**src/rtl/id_ex_stage_reg.sv**
```systemverilog
// ID/EX pipeline register: captures the decoded control word and operands, gates control on the ARM condition.
// Define COND_CHECK_EN to enable condition evaluation with NZCV forwarding from EX; otherwise every instruction is AL.
module id_ex_stage_reg #(
    parameter int DATA_W = 32
) (
    input  logic              clk,
    input  logic              rst_n,
    input  logic              freeze,
    input  logic              flush,
    input  logic              id_valid,
    input  logic [3:0]        cond_in,
    input  logic [3:0]        status_in,
    input  logic [3:0]        status_fwd_in,
    input  logic [3:0]        alu_command_in,
    input  logic              mem_read_in,
    input  logic              mem_write_in,
    input  logic              wb_en_in,
    input  logic              b_in,
    input  logic              s_in,
    input  logic [DATA_W-1:0] pc_in,
    input  logic [DATA_W-1:0] val_rn_in,
    input  logic [DATA_W-1:0] val_rm_in,
    input  logic              imm_in,
    input  logic [11:0]       shift_operand_in,
    input  logic [23:0]       signed_imm24_in,
    input  logic [3:0]        dest_in,
    output logic              ex_valid,
    output logic [3:0]        alu_command,
    output logic              mem_read,
    output logic              mem_write,
    output logic              wb_en,
    output logic              b,
    output logic              s,
    output logic [DATA_W-1:0] pc,
    output logic [DATA_W-1:0] val_rn,
    output logic [DATA_W-1:0] val_rm,
    output logic              imm,
    output logic [11:0]       shift_operand,
    output logic [23:0]       signed_imm24,
    output logic [3:0]        dest,
    output logic              carry_out
);

    logic [3:0] flags_eff_p0;
    logic       pass_p0;
    logic       vld_p0;

`ifdef COND_CHECK_EN
    function automatic logic cond_pass(input logic [3:0] cond, input logic [3:0] nzcv);
        logic n, z, c, v;
        {n, z, c, v} = nzcv;
        case (cond)
            4'b0000: cond_pass = z;
            4'b0001: cond_pass = !z;
            4'b0010: cond_pass = c;
            4'b0011: cond_pass = !c;
            4'b0100: cond_pass = n;
            4'b0101: cond_pass = !n;
            4'b0110: cond_pass = v;
            4'b0111: cond_pass = !v;
            4'b1000: cond_pass = c && !z;
            4'b1001: cond_pass = !c || z;
            4'b1010: cond_pass = (n == v);
            4'b1011: cond_pass = (n != v);
            4'b1100: cond_pass = !z && (n == v);
            4'b1101: cond_pass = z || (n != v);
            4'b1110: cond_pass = 1'b1;
            default: cond_pass = 1'b0;
        endcase
    endfunction

    // A status-setting instruction in EX has not committed its flags yet, so take them from the ALU
    assign flags_eff_p0 = (ex_valid && s) ? status_fwd_in : status_in;
    assign pass_p0      = cond_pass(cond_in, flags_eff_p0);
`else
    logic unused_cond_inputs;
    assign unused_cond_inputs = ^{cond_in, status_fwd_in};
    assign flags_eff_p0       = status_in;
    assign pass_p0            = 1'b1;
`endif

    assign vld_p0 = id_valid && pass_p0;

    // ID -> EX boundary
    always_ff @(posedge clk or negedge rst_n) begin
        if (!rst_n) begin
            ex_valid      <= 1'b0;
            alu_command   <= '0;
            mem_read      <= 1'b0;
            mem_write     <= 1'b0;
            wb_en         <= 1'b0;
            b             <= 1'b0;
            s             <= 1'b0;
            pc            <= '0;
            val_rn        <= '0;
            val_rm        <= '0;
            imm           <= 1'b0;
            shift_operand <= '0;
            signed_imm24  <= '0;
            dest          <= '0;
            carry_out     <= 1'b0;
        end else if (flush) begin
            ex_valid      <= 1'b0;
            alu_command   <= '0;
            mem_read      <= 1'b0;
            mem_write     <= 1'b0;
            wb_en         <= 1'b0;
            b             <= 1'b0;
            s             <= 1'b0;
            pc            <= '0;
            val_rn        <= '0;
            val_rm        <= '0;
            imm           <= 1'b0;
            shift_operand <= '0;
            signed_imm24  <= '0;
            dest          <= '0;
            carry_out     <= 1'b0;
        end else if (!freeze) begin
            ex_valid      <= vld_p0;
            alu_command   <= vld_p0 ? alu_command_in : 4'd0;
            mem_read      <= vld_p0 && mem_read_in;
            mem_write     <= vld_p0 && mem_write_in;
            wb_en         <= vld_p0 && wb_en_in;
            b             <= vld_p0 && b_in;
            s             <= vld_p0 && s_in;
            pc            <= pc_in;
            val_rn        <= val_rn_in;
            val_rm        <= val_rm_in;
            imm           <= imm_in;
            shift_operand <= shift_operand_in;
            signed_imm24  <= signed_imm24_in;
            dest          <= dest_in;
            carry_out     <= flags_eff_p0[1];
        end
    end

endmodule
```
**config.mk**
```make
export PLATFORM = sky130hd
export DESIGN_NAME = id_ex_stage_reg
export DESIGN_NICKNAME = d
export VERILOG_FILES = /design/src/rtl/id_ex_stage_reg.sv
export SDC_FILE = /design/constraint.sdc
export NUM_CORES = 1
export LEC_CHECK = 0
export CELL_PAD_IN_SITES_DETAIL_PLACEMENT = 1
export CELL_PAD_IN_SITES_GLOBAL_PLACEMENT = 1
export CORE_MARGIN = 2
export CORE_UTILIZATION = 32
export CTS_CLUSTER_SIZE = 12
export DETAILED_ROUTE_END_ITERATION = 10
export HOLD_SLACK_MARGIN = 0.02
export PLACE_DENSITY = 0.93
export SKIP_LAST_GASP = 1
export SYNTH_ARGS = -nofsm -noshare
export SYNTH_HDL_FRONTEND = slang
export SYNTH_SLANG_ARGS = --single-unit
```
**constraint.sdc**
```tcl
create_clock -name clk -period 1.75 [get_ports clk]
set_input_delay 0.2625 -clock clk [delete_from_list [all_inputs] [get_ports clk]]
set_output_delay 0.2625 -clock clk [all_outputs]
set_load 0.005 [all_outputs]
```
-- Word-level counts from Yosys, hierarchy flattened
Index checks and enable logic that the tools add are counted.
- memory bits (writable): 0
- memories: 0
- bits of input ports: 163
- output and inout port bits: 148
- word-level logic and storage cells: 52
- bits in latches: 0
- memory bits (read-only): 0
- register bits: 148
- $add $sub $neg: 0
- shift-type cells: 0
- div/mod/pow operators: 0
- reductions and logical operators: 5
- $mul: 0
- magnitude comparators: 0
- equality and inequality tests: 1
- bitwise gates (word level): 0
- mux-type cells: 31
- operators by type and width (cell ; number):
    two-way mux 32 bit ; 6
    two-way mux 24 bit ; 2
    two-way mux 12 bit ; 2
    two-way mux 4 bit ; 5
    two-way mux 1 bit ; 16
    logical AND 1 bit ; 5
    != test 2 x 1 -> 1 bit (second input constant) ; 1

-- Logic depth before layout (Yosys ltp)
- depth in word-level cells: 3
- gate-level depth with buffers: 5
- gate-level depth less buffers: 2

-- Worst setup path before layout
OpenSTA, ideal clock, no wires.
- path type: input to register
- start: in flush
- end: reg pc[0]
- data required time: 1.618 ns
- path buffers: 3
- arrival: 0.905 ns
- stages: 4
- setup time: 0.132 ns
- path slack: 0.713 ns
- path through: buf_2 > buf_2 > buf_1 > nor2_1
- longest elaborated chain between the ends: 1
- elaborated cells between the ends (all ways): 2
- classes of those cells: eq/ne (1); mux (1)
- RTL lines (what ; line ; text):
    start, declared ; 9 ; input logic flush,
    != test 2 x 1 -> 1 bit (no line) / two-way mux 32 bit (equally long branches) ; n/a ;
    end signal, assigned ; 126 ; pc <= pc_in;
    end, declared ; 34 ; output logic [DATA_W-1:0] pc,
Several ways; a longest one is shown, not always the timed one.
A chain may end at the register's enable or synchronous reset.

-- Worst setup path after layout
- start: reg b
- end: out b
- RTL lines (what ; line ; text):
    start, declared ; 32 ; output logic b,
    start signal, assigned ; 124 ; b <= vld_p0 && b_in;
No word-level cell between the ends.

==> metrics.json <==
{
  "grt_overflow": {"value": 0},
  "cpLargestDelayFamily": {"value": "buffers and inverters"},
  "yosys-top-cells-count": {"value": "sky130_fd_sc_hd__dfrtp_1 (148), sky130_fd_sc_hd__mux2i_1 (139), sky130_fd_sc_hd__nor2_1 (139), sky130_fd_sc_hd__buf_8 (10)"},
  "register_bit_total_from_synthesis": {"value": 148},
  "post_synth_main_area_contributors": {"value": "sky130_fd_sc_hd__dfrtp_1 (62%), sky130_fd_sc_hd__mux2i_1 (23%), sky130_fd_sc_hd__nor2_1 (8.7%)"},
  "cp.arrival": {"value": 1.37, "unit": "ns"},
  "clk_pin_slew_worst_paths": {"value": 0.06, "unit": "ns"},
  "hold_class": {"value": "in2reg"},
  "synthesis.instances": {"value": 472},
  "die_area": {"value": 0.01989, "unit": "mm²"},
  "clock_tree.htree_level_count": {"value": 4},
  "synth.net_count": {"value": 635},
  "dr_total_vias": {"value": 4794},
  "cell_at_the_slowest_stage_of_the_critical_path": {"value": "sky130_fd_sc_hd__clkdlybuf4s50_1"},
  "drv.max_cap_violation_count": {"value": 0},
  "min_to": {"value": "val_rn[31]"},
  "reg2reg_to": {"value": "val_rm[24]"},
  "timing.critical_path.to_type": {"value": "output pin"},
  "slew_headroom": {"value": 0.5393},
  "synthDominantCellAreaShare": {"value": 0.6163},
  "tritoncts_clock_tree": {"value": "done"},
  "setup.worst_path.start_class": {"value": "flop"},
  "drc_errors": {"value": 0},
  "resized_cells_post_cts": {"value": 0},
  "detail_route.first_pass.iterations": {"value": 4},
  "grt_usage": {"value": 0.1936},
  "dp_worst_setup_slack": {"value": 0.05041, "unit": "ns"},
  "die_height": {"value": 141.0, "unit": "µm"},
  "antenna_left": {"value": 0},
  "min_delay_path_depth": {"value": 2},
  "wirelength": {"value": 19.24, "unit": "mm"},
  "crit_start": {"value": "b"},
  "min_from": {"value": "flush"},
  "synth-edff-count": {"value": 0},
  "crit_path_max_fanout": {"value": 2},
  "ys_dominant_reg_cell": {"value": "sky130_fd_sc_hd__dfrtp_1"},
  "r2r_start": {"value": "val_rm[24]"},
  "timing.final.ws_setup": {"value": 0.1195, "unit": "ns"},
  "slew_viols_final": {"value": 0},
  "postCtsHoldBufs": {"value": 1},
  "timing.critical_path.buf_inv": {"value": 1},
  "antenna-diode-count": {"value": 0},
  "dp.final_hpwl": {"value": 14.14, "unit": "mm"},
  "worst_skew_pair.late_latency": {"value": 0.41, "unit": "ns"},
  "power.leakage": {"value": 4.561, "unit": "nW"},
  "post-layout-total-power": {"value": 0.008699, "unit": "W"},
  "cts_sinks": {"value": 148},
  "io_pins": {"value": 311},
  "async_reset_ff_frac": {"value": 1.000},
  "synth.lib_cells_used.distinct": {"value": 13},
  "cell_chosen_for_the_clock_root": {"value": "sky130_fd_sc_hd__clkbuf_16"},
  "cts-root-to-sink-buffers": {"value": 2},
  "areaGrowthSynthToFinish": {"value": 62.88, "unit": "%"},
  "syn-mean-instance-area": {"value": 12.73, "unit": "µm²"},
  "core-area": {"value": 0.01858, "unit": "mm²"},
  "fin_hold_viols": {"value": 0},
  "reg2reg_depth": {"value": 2},
  "worstMarginPinSlew": {"value": 0.6896, "unit": "ns"},
  "crit_chain": {"value": "clkdlybuf4s50_1"},
  "ys_seq_area_frac": {"value": 0.6163},
  "routedWlPerCell": {"value": 18.93, "unit": "µm"},
  "die_w": {"value": 141.0, "unit": "µm"},
  "run_status": {"value": "complete, no violations"},
  "yosysWarningCount": {"value": 0},
  "timing_worst_setup_path_type": {"value": "reg2out"},
  "post_cts_buffers": {"value": 0},
  "placement.io_buffers": {"value": 299},
  "synthMostInstantiatedCell": {"value": "sky130_fd_sc_hd__dfrtp_1"},
  "cp_data_required_time": {"value": 1.49, "unit": "ns"},
  "fillCellCount": {"value": 1953},
  "first_global_vias": {"value": 5389},
  "place.gp.congestion": {"value": 0.7802},
  "cts_made_buffers": {"value": 17},
  "final_min_period_over_clock_period": {"value": 0.9317},
  "initial_core_util": {"value": 0.3234},
  "clock-skew-final": {"value": 0, "unit": "ns"},
  "setup.reg_to_reg.worst_slack": {"value": 0.95, "unit": "ns"},
  "vdd_drop_max": {"value": 0.6261, "unit": "mV"},
  "final_layout_size_suffix_gt1_frac": {"value": 0.05627},
  "cp_slowest_stage_delay": {"value": 0.58, "unit": "ns"},
  "power-per-cell-area": {"value": 888.7, "unit": "mW/mm²"},
  "final.hold.worst_slack": {"value": 0.2046, "unit": "ns"},
  "post_drt_via_cell_ratio": {"value": 4.719},
  "synth_top_area_cell": {"value": "sky130_fd_sc_hd__dfrtp_1"},
  "finalSetupTns": {"value": 0, "unit": "ns"},
  "placement_rows": {"value": 50},
  "number_of_antenna_violations_at_the_first_check_in_global_routing": {"value": 0},
  "max_clock_freq": {"value": 613.3, "unit": "MHz"},
  "layout_min_cycle_time": {"value": 1.631, "unit": "ns"},
  "dr.first_iter.drc_count": {"value": 134},
  "grt_setup_unrepaired": {"value": "false"},
  "grt_first_pass_wirelength": {"value": 29.86, "unit": "mm"},
  "synth.cell_area": {"value": 0.006010, "unit": "mm²"},
  "largest_net_degree_at_the_start_of_global_routing": {"value": 74},
  "layout.nets": {"value": 932},
  "setup-violations-final": {"value": 0}
}
layout make-up:
type / instances / area, µm² / area share
inverters: 1 / 3.754 / 0.0003835
repair buffers: 312 / 3193 / 0.3262
clock inverters: 10 / 125.1 / 0.01278
flip-flops and latches: 148 / 3704 / 0.3784
clock buffers: 22 / 454.2 / 0.04640
well taps: 234 / 292.8 / 0.02991
multi-input cells: 289 / 2016 / 0.2059
report_power, final:
| part | internal (W) | leakage (nW) | switching (W) |
|---|---|---|---|
| clock | 0.00215 | 0.268 | 0.00147 |
| combinational | 0.000838 | 2.33 | 0.000519 |
| sequential | 0.00361 | 1.97 | 0.000109 |
| total | 0.00660 | 4.56 | 0.00210 |
cell usage in the layout, fill, tap and decap left out, types with 4 or more instances in the layout:
cell	instances
sky130_fd_sc_hd__mux2i_1	139
sky130_fd_sc_hd__a32o_1	9
sky130_fd_sc_hd__dfrtp_1	148
sky130_fd_sc_hd__nor2_1	139
sky130_fd_sc_hd__clkbuf_16	17
sky130_fd_sc_hd__clkdlybuf4s50_1	296
sky130_fd_sc_hd__buf_12	8
sky130_fd_sc_hd__buf_4	5
sky130_fd_sc_hd__clkinvlp_4	4
sky130_fd_sc_hd__clkbuf_1	4
cell families (layout without fill, tap and decap cells):
| group | Yosys count | after routing | share of synthesized area |
|---|---|---|---|
| AO/OA/AOI/OAI | 9 | 9 | 0.01499 |
| buffers and inverters | 35 | 345 | 0.04830 |
| flip-flops | 148 | 148 | 0.6163 |
| multiplexers | 139 | 139 | 0.2315 |
| AND/OR/NAND/NOR | 141 | 141 | 0.08890 |
through the flow:
step / instances / instance area, µm² / utilization
finish: 1016 / 9788 / 0.5268
global route: 1016 / 9788 / 0.5268
CTS: 1016 / 9788 / 0.5268
detailed placement: 983 / 9199 / 0.4951
global placement: 983 / 9199 / 0.4951
floorplan: 472 / 6010 / -
worst max path at each step:
stage / endpoint / cells past startpoint
after floorplan: pc[0] / 4
after global placement: alu_command[2] / 3
after detailed placement: b / 3
after CTS: b / 1
after global routing: b / 1
final: b / 1
flip-flops by register name (all words and copies together), names as in the netlist:
register       cells
alu_command        4
b                  1
carry_out          1
dest               4
ex_valid           1
imm                1
mem_read           1
mem_write          1
pc                32
s                  1
shift_operand     12
signed_imm24      24
val_rm            32
val_rn            32
wb_en              1
per-layer routing:
| layer | global-route usage | part of all wire | vias to the layer above |
|---|---|---|---|
| met5 | 0 | 0 | - |
| met4 | 0.07579 | 0.025 | 0 |
| met3 | 0.05537 | 0.065 | 33 |
| met2 | 0.3376 | 0.51 | 196 |
| met1 | 0.2258 | 0.40 | 2396 |
| li1 | - | - | 2169 |
Note: power is estimated with default switching activity, not from simulation.
